===== src/rtl/pc_seq_ctrl_if.sv =====
// pc_seq_ctrl_if: pipeline <-> PC sequencing controller bundle.
//   Decode side (driven by master): irq_in, pc_kernel, instr_valid, mem_busy,
//     op_illegal, op_jr, op_jump, op_branch.
//   Control side (driven by slave): PCSrc[2:0], epc_we, cause[1:0], irq_ack, flush.
interface pc_seq_ctrl_if;
  logic       irq_in;
  logic       pc_kernel;
  logic       instr_valid;
  logic       mem_busy;
  logic       op_illegal;
  logic       op_jr;
  logic       op_jump;
  logic       op_branch;
  logic [2:0] PCSrc;
  logic       epc_we;
  logic [1:0] cause;
  logic       irq_ack;
  logic       flush;

  modport master (
    output irq_in, pc_kernel, instr_valid, mem_busy,
           op_illegal, op_jr, op_jump, op_branch,
    input  PCSrc, epc_we, cause, irq_ack, flush
  );

  modport slave (
    input  irq_in, pc_kernel, instr_valid, mem_busy,
           op_illegal, op_jr, op_jump, op_branch,
    output PCSrc, epc_we, cause, irq_ack, flush
  );
endinterface


===== src/rtl/pc_seq_ctrl.sv =====
// pc_seq_ctrl: next-PC select and trap sequencing.
//   clk, reset : single clock, synchronous active-high reset.
//   bus        : pc_seq_ctrl_if.slave -- decode class / mode / irq in,
//                PCSrc, epc_we, cause, irq_ack, flush out.
// A trap (illegal op or accepted interrupt) is decided combinationally in RUN
// and followed by exactly one TRAP cycle that holds the PC and flushes fetch.
// Interrupts are only taken in user mode, and not during a short shadow of
// SHADOW_LEN (0..3) retired instructions after a kernel-to-user transition.
module pc_seq_ctrl #(
  parameter int SHADOW_LEN = 2
) (
  input  logic clk,
  input  logic reset,
  pc_seq_ctrl_if.slave bus
);

  localparam logic [1:0] SH_INIT = 2'(SHADOW_LEN);

  localparam logic [2:0] PC_SEQ  = 3'b000;
  localparam logic [2:0] PC_BR   = 3'b001;
  localparam logic [2:0] PC_JMP  = 3'b010;
  localparam logic [2:0] PC_JR   = 3'b011;
  localparam logic [2:0] PC_IRQ  = 3'b100;
  localparam logic [2:0] PC_EXC  = 3'b101;
  localparam logic [2:0] PC_HOLD = 3'b111;

  localparam logic [1:0] CAUSE_IRQ = 2'b01;
  localparam logic [1:0] CAUSE_ILL = 2'b10;

  typedef enum logic {RUN, TRAP} state_t;

  state_t     state, state_nxt;
  logic [2:0] sync;        // [0],[1] synchronizer, [2] delayed copy for edge detect
  logic       irq_pend;
  logic       kpc_q;       // registered pc_kernel
  logic [1:0] shadow, shadow_eff, shadow_nxt;
  logic [1:0] cause_q, cause_nxt;
  logic       irq_edge, k_fall, retire, take_irq;
  logic [2:0] pc_src;
  logic       epc_we, irq_ack, flush;

  assign irq_edge = sync[1] & ~sync[2];
  assign k_fall   = kpc_q & ~bus.pc_kernel;

  // The instruction issued in the first user cycle already counts as the
  // first shadow instruction, so the reload is visible in the same cycle.
  assign shadow_eff = k_fall ? SH_INIT : shadow;
  assign shadow_nxt = (retire && shadow_eff != 2'd0) ? shadow_eff - 2'd1 : shadow_eff;

  always_comb begin
    state_nxt = state;
    pc_src    = PC_HOLD;
    epc_we    = 1'b0;
    irq_ack   = 1'b0;
    flush     = 1'b0;
    cause_nxt = cause_q;
    take_irq  = 1'b0;
    retire    = 1'b0;
    if (!reset) begin
      case (state)
        RUN: begin
          if (bus.instr_valid && !bus.mem_busy) begin
            if (bus.op_illegal) begin
              pc_src    = PC_EXC;
              epc_we    = 1'b1;
              cause_nxt = CAUSE_ILL;
              state_nxt = TRAP;
            end else if (irq_pend && !bus.pc_kernel && shadow_eff == 2'd0) begin
              pc_src    = PC_IRQ;
              epc_we    = 1'b1;
              irq_ack   = 1'b1;
              take_irq  = 1'b1;
              cause_nxt = CAUSE_IRQ;
              state_nxt = TRAP;
            end else begin
              retire = 1'b1;
              if (bus.op_jr)          pc_src = PC_JR;
              else if (bus.op_jump)   pc_src = PC_JMP;
              else if (bus.op_branch) pc_src = PC_BR;
              else                    pc_src = PC_SEQ;
            end
          end
        end
        TRAP: begin
          flush     = 1'b1;
          state_nxt = RUN;
        end
        default: state_nxt = RUN;
      endcase
    end
  end

  always_ff @(posedge clk) begin
    if (reset) begin
      state    <= RUN;
      sync     <= 3'b000;
      irq_pend <= 1'b0;
      kpc_q    <= 1'b1;
      shadow   <= 2'd0;
      cause_q  <= 2'b00;
    end else begin
      state   <= state_nxt;
      sync    <= {sync[1:0], bus.irq_in};
      kpc_q   <= bus.pc_kernel;
      shadow  <= shadow_nxt;
      cause_q <= cause_nxt;
      // An edge landing on the acceptance cycle re-arms the pending flag.
      if (take_irq)      irq_pend <= irq_edge;
      else if (irq_edge) irq_pend <= 1'b1;
    end
  end

  assign bus.PCSrc   = pc_src;
  assign bus.epc_we  = epc_we;
  assign bus.irq_ack = irq_ack;
  assign bus.flush   = flush;
  assign bus.cause   = cause_q;

endmodule


===== src/flat_wrapper.sv =====
// flat-port wrapper written by rule: the top's interface ports become plain ports
module pc_seq_ctrl_flat 
#(
  parameter int SHADOW_LEN = 2
)
  (clk, reset, bus_irq_in, bus_pc_kernel, bus_instr_valid, bus_mem_busy, bus_op_illegal, bus_op_jr, bus_op_jump, bus_op_branch, bus_PCSrc, bus_epc_we, bus_cause, bus_irq_ack, bus_flush);
  pc_seq_ctrl_if bus_i ();
  input  logic clk;
  input  logic reset;
  input wire logic [$bits(bus_i.irq_in)-1:0] bus_irq_in;
  input wire logic [$bits(bus_i.pc_kernel)-1:0] bus_pc_kernel;
  input wire logic [$bits(bus_i.instr_valid)-1:0] bus_instr_valid;
  input wire logic [$bits(bus_i.mem_busy)-1:0] bus_mem_busy;
  input wire logic [$bits(bus_i.op_illegal)-1:0] bus_op_illegal;
  input wire logic [$bits(bus_i.op_jr)-1:0] bus_op_jr;
  input wire logic [$bits(bus_i.op_jump)-1:0] bus_op_jump;
  input wire logic [$bits(bus_i.op_branch)-1:0] bus_op_branch;
  output wire logic [$bits(bus_i.PCSrc)-1:0] bus_PCSrc;
  output wire logic [$bits(bus_i.epc_we)-1:0] bus_epc_we;
  output wire logic [$bits(bus_i.cause)-1:0] bus_cause;
  output wire logic [$bits(bus_i.irq_ack)-1:0] bus_irq_ack;
  output wire logic [$bits(bus_i.flush)-1:0] bus_flush;
  assign bus_i.irq_in = bus_irq_in;
  assign bus_i.pc_kernel = bus_pc_kernel;
  assign bus_i.instr_valid = bus_instr_valid;
  assign bus_i.mem_busy = bus_mem_busy;
  assign bus_i.op_illegal = bus_op_illegal;
  assign bus_i.op_jr = bus_op_jr;
  assign bus_i.op_jump = bus_op_jump;
  assign bus_i.op_branch = bus_op_branch;
  assign bus_PCSrc = bus_i.PCSrc;
  assign bus_epc_we = bus_i.epc_we;
  assign bus_cause = bus_i.cause;
  assign bus_irq_ack = bus_i.irq_ack;
  assign bus_flush = bus_i.flush;
  pc_seq_ctrl #(.SHADOW_LEN(SHADOW_LEN)) u_core (.clk(clk), .reset(reset), .bus(bus_i));
endmodule

===== config.mk =====
export PLATFORM = sky130hd
export DESIGN_NAME = pc_seq_ctrl_flat
export DESIGN_NICKNAME = d
export VERILOG_FILES = /design/src/rtl/pc_seq_ctrl_if.sv /design/src/rtl/pc_seq_ctrl.sv /design/src/flat_wrapper.sv
export SDC_FILE = /design/constraint.sdc
export NUM_CORES = 1
export LEC_CHECK = 0
export CORE_AREA = 2 2 39 41
export DETAILED_ROUTE_END_ITERATION = 16
export DIE_AREA = 0 0 41 43
export HOLD_SLACK_MARGIN = 0.12
export PLACE_DENSITY = 0.77
export REMOVE_ABC_BUFFERS = 1
export SYNTH_ARGS = -nofsm -noshare
export SYNTH_HDL_FRONTEND = slang
export SYNTH_SLANG_ARGS = --single-unit
export TNS_END_PERCENT = 20

===== constraint.sdc =====
create_clock -name clk -period 1.85 [get_ports clk]
set_clock_uncertainty 0.15 [all_clocks]
set_input_delay 0.185 -clock clk [delete_from_list [all_inputs] [get_ports clk]]
set_output_delay 0.185 -clock clk [all_outputs]
set_load 0.05 [all_outputs]

==> flow_metrics.env, run 1 <==
export IMPL_pin_count=18
export IMPL_worst_r2r_cell_count=7
export IMPL_cts_tree="done"
export IMPL_whs_path_depth=3
export IMPL_grt_pass1_wl_mm=1.897
export IMPL_critPathMaxStageDelay_ns=0.30
export IMPL_die_area_um2=1763
export IMPL_grt_setup_unrepaired="true"
export IMPL_cp_data_arrival_time_ns=1.69
export IMPL_postCtsHoldBufs=0
export IMPL_netlist_area_um2=478.0
export IMPL_synth_cells=53
export IMPL_hold_path_class="in2reg"
export IMPL_dp_hpwl_um=894.4
export IMPL_worst_pin_slew_ns=0.4999
export IMPL_layout_drive_gt1_share_pct=44.58
export IMPL_vdd_drop_max_mv=0.3934
export IMPL_p_leak_uw=0.0003451
export IMPL_maxCapViolations=0
export IMPL_postRouteAntennaNets=0
export IMPL_fin_tns_setup_ns=-0.6311
export IMPL_cts_htree_levels=1
export IMPL_outcome="finished, violations left"
export IMPL_gp_congestion=0.7185
export IMPL_grt_ovfl_total=0
export IMPL_violations="negative setup slack"
export IMPL_avgSynthCellArea_um2=9.018
export IMPL_areaGrowthSynthToFinish_pct=86.91
export IMPL_start_util_pct=34.54
export IMPL_crit_required_ns=1.51
export IMPL_crit_chain="nor2b_4 > nand2b_4 > ha_4 > and3b_2 > nor2_4 > nor3_2 > buf_4 > buf_12"
export IMPL_end_kind="output port"
export IMPL_dr_pass1_iters=4
export IMPL_grt_pass1_vias=479
export IMPL_antenna_found_initial=0
export IMPL_drc=0
export IMPL_yosysSeqAreaShare_pct=41.88
export IMPL_drt_total_wl_mm=1.232
export IMPL_slew_violations=0
export IMPL_grt_max_degree=9
export IMPL_antennaDiodeCount=0
export IMPL_finalNetCount=95
export IMPL_numCtsBuffers=3
export IMPL_hold_viol_final=0
export IMPL_relSlewSlack_pct=66.57
export IMPL_fp_row_count=14
export IMPL_crit_fanout=3
export IMPL_place_ws_ns=-0.3132
export IMPL_power_density_nw_per_um2=618.9
export IMPL_cts_sinks=10
export IMPL_cpMaxStageDelayCell="dfxtp_1"
export IMPL_nFillCells=123
export IMPL_clk_pin_slew_ns=0.06
export IMPL_track_usage_pct=16.65
export IMPL_die_w_um=41
export IMPL_setup_ws_ns=-0.1701
export IMPL_clock_latency_ns=0.27
export IMPL_cts_root_buf="clkbuf_4"
export IMPL_critPathLaunchType="register"
export IMPL_post_route_min_period_ns=2.020
export IMPL_criticalPathCategory="reg2out"
export IMPL_die_h_um=43
export IMPL_via_per_inst=5.091
export IMPL_yosys_cell_types_count=27
export IMPL_synth_warnings=0
export IMPL_whs_ns=0.2700
export IMPL_stdcell_area_um2=893.4
export IMPL_core_um2=1384
export IMPL_io_buffers=17
export IMPL_post_route_period_util_pct=109.2
export IMPL_ys_seq_elements=10
export IMPL_first_iter_violations=3
export IMPL_max_freq_ghz=0.4950
export IMPL_clockBufferDepth=2
export IMPL_setup_viol=5
export IMPL_vias=504
export IMPL_placed_area_um2=797.0
export IMPL_wl_per_cell_um=12.44
==> per-layer routing <==
metal  vias up  routed length [µm]  GRT usage, %
li1        250                   -             -
met4         0                  44         14.00
met2        23                 595         27.50
met5         -                   0             0
met3         5                 120         2.094
met1       226                 471         16.99
==> synth_stat cells <==
library cell,count,area share (%)
o21ai_0,1,1.0
o31ai_1,1,1.6
nand2_1,2,1.6
o2bb2ai_1,1,1.8
nor2_2,1,1.3
dfxtp_1,10,42
nor2_1,4,3.1
a211o_1,1,1.8
ha_1,1,2.6
a21oi_1,3,3.1
buf_1,1,0.78
nand2b_1,2,2.6
inv_1,2,1.6
o211ai_1,1,1.6
nand3b_1,2,3.1
nor3b_2,1,2.6
a211oi_1,2,3.1
o21ai_1,1,1.0
buf_2,2,2.1
or2_2,1,1.3
and3b_1,1,1.8
a311oi_1,1,1.8
nor4_2,1,2.6
nor2b_1,6,7.9
or3b_1,1,1.8
nor3_1,2,2.1
nor3_2,1,2.1
==> layout make-up <==
cell class | count | area [µm²] | area share, %
repair buffers | 29 | 319.1 | 35.71
multi-input cells | 38 | 310.3 | 34.73
clock buffers | 4 | 36.28 | 4.062
inverters | 2 | 7.507 | 0.8403
flip-flops and latches | 10 | 200.2 | 22.41
well taps | 16 | 20.02 | 2.241
==> placed cells by master (no fill, tap or decap), types with 3 or more instances in the layout <==
cell type,netlist,routed
dfxtp_1,10,10
a21oi_1,3,3
clkbuf_4,0,3
buf_4,0,12
clkdlybuf4s50_1,0,10
buf_12,0,6
nor2b_1,6,5
==> stage by stage <==
step	total power (µW)	util, %	std cells
final	552.9	64.56	99
after global routing	582.6	64.56	99
after CTS	558.5	64.20	99
after detailed placement	344.1	57.59	94
after global placement	341.0	57.59	94
after floorplan	279.2	-	50
==> power by group <==
group	internal [µW]	switching, µW
Sequential	225	5.19
Clock	120	77.1
Combinational	68.6	57.5
Total	413	140
==> logic make-up (layout without fill, tap and decap cells) <==
| logic type | count (synthesis) | count (layout) | synth area share, % |
|---|---|---|---|
| AO/OA/AOI/OAI | 12 | 12 | 17.01 |
| flip-flops | 10 | 10 | 41.88 |
| adder cells (fa/ha/maj) | 1 | 1 | 2.617 |
| AND/OR/NAND/NOR | 25 | 25 | 34.03 |
| buffers and inverters | 5 | 35 | 4.450 |
==> registers in the layout, indices dropped and copies added, names as in the netlist <==
register	cells
u_core.bus.cause	2
u_core.shadow	2
u_core.state	1
u_core.sync	3
u_core.kpc_q	1
u_core.irq_pend	1
==> critical path: cells and delay by family (launching register included) <==
| family | cells | cell delay, ns |
|---|---|---|
| and+or+nand+nor | 5 | 0.69 |
| DFF | 1 | 0.30 |
| adders and majority gates | 1 | 0.16 |
| buffers and inverters | 2 | 0.29 |
==> path summary, 6_finish.rpt <==
kind | end | slack (ns) | from
max | bus_epc_we | -0.17 | u_core.kpc_q$_SDFF_PP1_
min | u_core.kpc_q$_SDFF_PP1_ | 0.27 | bus_pc_kernel
max reg2reg | u_core.shadow[1]$_SDFF_PP0_ | 0.23 | u_core.kpc_q$_SDFF_PP1_
min reg2reg | u_core.sync[1]$_SDFF_PP0_ | 0.30 | u_core.sync[0]$_SDFF_PP0_
==> timing repair <==
item	4_1_cts	5_1_grt
resized for setup	13	2
pin swaps	2	0
setup buffers	1	0
setup endpoints to repair	5	5
Note: power is estimated with default switching activity, not from simulation.
==> run 2: changes to the inputs <==
--- a/config.mk
+++ b/config.mk
@@ -10,6 +10,7 @@
 export DIE_AREA = 0 0 41 43
 export HOLD_SLACK_MARGIN = 0.12
 export PLACE_DENSITY = 0.77
+export RECOVER_POWER = 100
 export REMOVE_ABC_BUFFERS = 1
 export SYNTH_ARGS = -nofsm -noshare
 export SYNTH_HDL_FRONTEND = slang
==> run 2 against run 1 <==
Against the previous run: clock-buffer cell count is the same; the run still ends with negative setup slack left; clock power hardly changed; critical path depth stayed put; sequential power is essentially flat; largest power group unchanged; first-iteration DRC count did not move; hold slack about the same; maximum frequency about the same.
==> flow_metrics.env, run 2 (synthesis results as in run 1) <==
export IMPL_fin_tns_setup_ns=-0.6280
export IMPL_switching_share_pct=25.39
export IMPL_gr_usage_met1_pct=16.99
export IMPL_clkPwrFrac_pct=35.8
export IMPL_clock_latency_ns=0.27
export IMPL_gp_congestion=0.7185
export IMPL_core_um2=1384
export IMPL_clockBufferDepth=2
export IMPL_hold_viol_final=0
export IMPL_hold_path_class="in2reg"
export IMPL_violations="negative setup slack"
export IMPL_crit_chain="nor2b_4 > nand2b_4 > ha_4 > and3b_2 > nor2_4 > nor3_2 > buf_4 > buf_12"
export IMPL_post_route_period_util_pct=109.2
export IMPL_cts_sinks=10
export IMPL_multi_input_area_um2=310.3
export IMPL_use_met2_pct=27.50
export IMPL_setup_ws_ns=-0.1699
export IMPL_power_density_nw_per_um2=630.7
export IMPL_p_int_uw=409.8
export IMPL_max_freq_ghz=0.4951
export IMPL_critPathLaunchType="register"
export IMPL_vdd_drop_max_mv=0.3930
export IMPL_final_cell_mix="buf_4 (10), dfxtp_1 (10), clkdlybuf4s50_1 (9)"
export IMPL_worst_pin_slew_ns=0.5011
export IMPL_areaGrowthSynthToFinish_pct=82.20
export IMPL_grt_pass1_wl_mm=1.897
export IMPL_vias=501
export IMPL_numCtsBuffers=3
export IMPL_critPathBufInv=2
export IMPL_use_met3_pct=2.094
export IMPL_maxCapViolations=0
export IMPL_fp_row_count=14
export IMPL_grt_pass1_vias=479
export IMPL_stdcell_area_um2=870.8
export IMPL_wl_per_cell_um=12.41
export IMPL_setup_viol=5
export IMPL_track_usage_pct=16.65
export IMPL_whs_ns=0.2702
export IMPL_cts_htree_levels=1
export IMPL_seqPwrFrac_pct=41.9
export IMPL_clk_pin_slew_ns=0.06
export IMPL_cp_data_arrival_time_ns=1.68
export IMPL_nFillCells=127
export IMPL_drt_total_wl_mm=1.229
export IMPL_start_util_pct=34.54
export IMPL_postRouteAntennaNets=0
export IMPL_largest_register_ffs=3
export IMPL_die_area_um2=1763
export IMPL_finalNetCount=95
export IMPL_crit_required_ns=1.51
export IMPL_postCtsHoldBufs=0
export IMPL_io_buffers=17
export IMPL_critPathTopFamily="simple AND/OR/NAND/NOR gates"
export IMPL_crit_fanout=3
export IMPL_slew_violations=0
export IMPL_die_h_um=43
export IMPL_p_switching_uw=139.4
export IMPL_grt_ovfl_total=0
export IMPL_dp_hpwl_um=894.4
export IMPL_first_iter_violations=3
export IMPL_outcome="finished, violations left"
export IMPL_antennaDiodeCount=0
export IMPL_dr_pass1_iters=3
export IMPL_grt_setup_unrepaired="true"
export IMPL_cts_tree="done"
export IMPL_end_kind="output port"
export IMPL_grt_max_degree=9
export IMPL_relSlewSlack_pct=66.49
export IMPL_placed_area_um2=797.0
export IMPL_pin_count=18
export IMPL_die_w_um=41
export IMPL_cpMaxStageDelayCell="dfxtp_1"
export IMPL_power_total_uw=549.3
export IMPL_regArea_um2=200.2
export IMPL_criticalPathCategory="reg2out"
export IMPL_layout_drive_gt1_share_pct=42.17
export IMPL_grt_busiest_layer="met2"
export IMPL_p_leak_uw=0.0003345
export IMPL_regMostFlops="u_core.sync"
export IMPL_post_route_min_period_ns=2.020
export IMPL_via_per_inst=5.061
export IMPL_antenna_found_initial=0
export IMPL_critPathMaxStageDelay_ns=0.30
export IMPL_cts_root_buf="clkbuf_4"
export IMPL_place_ws_ns=-0.3132
export IMPL_combPwrFrac_pct=22.3
export IMPL_drc=0
run 2: layout make-up:
type	instances	share of cell area, %
inverters	2	0.8621
well taps	16	2.299
multi-input cells	38	35.63
flip-flops and latches	10	22.99
clock buffers	4	4.167
repair buffers	29	34.05
run 2: repair_timing:
item | CTS | global route
resized for setup | 13 | 2
setup buffers | 1 | 0
pin swaps | 2 | 0
endpoints found under the setup margin | 5 | 5
run 2: worst paths after layout:
kind              depth (start not counted)                      start  slack, ns                     endpoint
setup reg to reg                          7    u_core.kpc_q$_SDFF_PP1_       0.23  u_core.shadow[1]$_SDFF_PP0_
setup / recovery                          8    u_core.kpc_q$_SDFF_PP1_      -0.17                   bus_epc_we
hold reg to reg                           1  u_core.sync[0]$_SDFF_PP0_       0.30    u_core.sync[1]$_SDFF_PP0_
hold / removal                            3              bus_pc_kernel       0.27      u_core.kpc_q$_SDFF_PP1_
run 2: stage by stage:
stage	instances	utilization, %
final	99	62.93
after global routing	99	62.93
after CTS	99	64.20
after detailed placement	94	57.59
after global placement	94	57.59
after floorplan	50	-
run 2: worst min-delay path, stage by stage:
cell and delay (ns):
dlygate4sd2_1 0.25, buf_4 0.13, or2_2 0.09
run 2: power groups by stage:
stage | Clock [µW] | Combinational [µW] | Sequential, µW
final | 197 | 122 | 230
after global routing | 215 | 133 | 231
after CTS | 203 | 125 | 230
after detailed placement | 0 | 110 | 234
after global placement | 0 | 107 | 234
after floorplan | 0 | 41.9 | 237
run 2: per-layer routing:
layer	up-vias	wire length, µm
met5	-	0
met4	0	44
met3	5	101
met2	21	594
met1	225	488
li1	250	-
==> run 3: changes to the inputs <==
--- a/config.mk
+++ b/config.mk
@@ -6,11 +6,12 @@
 export NUM_CORES = 1
 export LEC_CHECK = 0
 export CORE_AREA = 2 2 39 41
+export CTS_CLUSTER_SIZE = 30
 export DETAILED_ROUTE_END_ITERATION = 16
 export DIE_AREA = 0 0 41 43
+export DONT_BUFFER_PORTS = 1
 export HOLD_SLACK_MARGIN = 0.12
-export PLACE_DENSITY = 0.77
-export RECOVER_POWER = 100
+export PLACE_DENSITY = 0.6
 export REMOVE_ABC_BUFFERS = 1
 export SYNTH_ARGS = -nofsm -noshare
 export SYNTH_HDL_FRONTEND = slang
==> run 3 against run 2 <==
Against the previous run: the flow finishes with violations (negative hold slack, negative setup slack); clock-buffer cell count unchanged; power down 5.5%; first-iteration DRC count up 67%; critical endpoint is now bus_PCSrc[1]; highest routed layer unchanged.
==> flow_metrics.env, run 3 (synthesis results as in run 1) <==
export IMPL_outcome="finished, violations left"
export IMPL_violations="negative hold slack, negative setup slack"
export IMPL_numCtsBuffers=3
export IMPL_grt_pass1_wl_mm=1.697
export IMPL_dp_hpwl_um=698.5
export IMPL_post_route_min_period_ns=1.998
export IMPL_cts_root_buf="clkbuf_4"
export IMPL_die_w_um=41
export IMPL_via_per_inst=5.349
export IMPL_gp_congestion=0.6216
export IMPL_post_route_period_util_pct=108.0
export IMPL_grt_pass1_vias=444
export IMPL_cp_data_arrival_time_ns=1.66
export IMPL_regMostFlops="u_core.sync"
export IMPL_criticalPathCategory="reg2out"
export IMPL_grt_setup_unrepaired="true"
export IMPL_rr_startpoint="u_core.state$_SDFF_PP0_"
export IMPL_clk_pin_slew_ns=0.06
export IMPL_largest_register_ffs=3
export IMPL_critPathLaunchType="register"
export IMPL_min_to="u_core.bus.cause[0]$_SDFFE_PP0P_"
export IMPL_clock_latency_ns=0.27
export IMPL_grt_ovfl_total=0
export IMPL_crit_fanout=3
export IMPL_vias=460
export IMPL_setup_worst_path_start="u_core.kpc_q$_SDFF_PP1_"
export IMPL_slew_violations=0
export IMPL_fin_util_pct=53.89
export IMPL_antenna_found_initial=0
export IMPL_pin_count=18
export IMPL_areaGrowthSynthToFinish_pct=56.02
export IMPL_end_kind="output port"
export IMPL_postCtsHoldBufs=5
export IMPL_core_um2=1384
export IMPL_postRouteAntennaNets=0
export IMPL_relSlewSlack_pct=66.05
export IMPL_vdd_drop_max_mv=0.5826
export IMPL_finalNetCount=82
export IMPL_crit_required_ns=1.51
export IMPL_final_cell_mix="dfxtp_1 (10), buf_4 (7), nor2b_1 (5), dlygate4sd3_1 (5)"
export IMPL_start_util_pct=34.54
export IMPL_hold_viol_final=3
export IMPL_r2r_slack_ns=0.08
export IMPL_fp_row_count=14
export IMPL_clockBufferDepth=2
export IMPL_setup_viol=5
export IMPL_min_delay_start="bus_op_illegal"
export IMPL_layout_drive_gt1_share_pct=42.86
export IMPL_cts_sinks=10
export IMPL_grt_max_degree=11
export IMPL_placed_area_um2=569.3
export IMPL_hold_path_class="in2reg"
export IMPL_wl_per_cell_um=13.19
export IMPL_dr_pass1_iters=4
export IMPL_drc=0
export IMPL_setup_ws_ns=-0.1481
export IMPL_power_density_nw_per_um2=696.1
export IMPL_worst_r2r_cell_count=4
export IMPL_cts_htree_levels=1
export IMPL_die_h_um=43
export IMPL_whs_path_depth=1
export IMPL_cts_tree="done"
export IMPL_max_freq_ghz=0.5005
export IMPL_p_leak_uw=0.0002746
export IMPL_final_common_cell="dfxtp_1"
export IMPL_stdcell_area_um2=745.7
export IMPL_io_buffers=0
export IMPL_track_usage_pct=15.05
export IMPL_worst_pin_slew_ns=0.5086
export IMPL_maxCapViolations=0
export IMPL_die_area_um2=1763
export IMPL_antennaDiodeCount=0
export IMPL_r2r_end="u_core.bus.cause[0]$_SDFFE_PP0P_"
export IMPL_whs_ns=-0.1378
export IMPL_drt_total_wl_mm=1.134
export IMPL_first_iter_violations=5
[run 3: cell count changes in the layout (fill, tap and decap cells not counted), sizes merged]
cell,before,now
buf,15,11
clkbuf,7,4
clkdlybuf4s50,9,0
dlygate4sd2,1,0
dlygate4sd3,1,5
[run 3: through the flow]
| step | instances | hold slack, ns | setup WS (ns) | TNS, ns | power (µW) |
|---|---|---|---|---|---|
| floorplan | 50 | 0.1041 | -0.6553 | -1.584 | 279.2 |
| global placement | 75 | 0.1059 | 0.08081 | 0 | 293.5 |
| detailed placement | 75 | 0.1084 | 0.04550 | 0 | 295.2 |
| CTS | 86 | -0.1448 | -0.1616 | -0.5403 | 514.3 |
| global route | 86 | -0.1453 | -0.2475 | -0.9872 | 542.5 |
| finish | 86 | -0.1378 | -0.1481 | -0.4812 | 519.1 |
[run 3: cell type report]
class	count	area [µm²]
tap	16	20.02
clock buffer	4	36.28
multi-input combinational	38	325.3
sequential	10	200.2
fill	140	638.1
inverter	2	7.507
timing repair buffer	16	156.4
[run 3: worst max-delay path by stage]
stage                         endpoint  slack [ns]  cells after the start
final                     bus_PCSrc[1]       -0.15                      6
after global routing        bus_epc_we       -0.25                      7
after CTS                 bus_PCSrc[1]       -0.16                      6
after detailed placement    bus_epc_we        0.05                      7
after global placement      bus_epc_we        0.08                      7
after floorplan           bus_PCSrc[1]       -0.66                      5
[run 3: routing by layer]
layer | vias to the layer above | share of wire, % | routed length [µm] | GRT usage, %
met5 | - | 0 | 0 | 0
met4 | 0 | 2.5 | 28 | 10.00
met3 | 4 | 9.5 | 108 | 7.853
met2 | 19 | 51 | 574 | 23.75
met1 | 216 | 37 | 421 | 14.10
li1 | 221 | - | - | -
[run 3: critical path, cell delays in order (launching register included)]
cell and delay, ns:
dfxtp_1 0.30, nor2b_4 0.12, nand2b_4 0.14, ha_4 0.16
and3b_2 0.25, o31ai_4 0.23, buf_6 0.19
[run 3: power breakdown]
| part | internal [µW] | switching [µW] |
|---|---|---|
| registers | 225 | 9.35 |
| logic | 46.2 | 42.7 |
| clock network | 120 | 76.1 |
[run 3: repair_timing]
action                                 in CTS  in global routing
endpoints found under the hold margin      10                  4
buffers inserted                            2                  0
resized for setup                           9                  9
setup endpoints to repair                   5                  6
pin swaps                                   3                  1
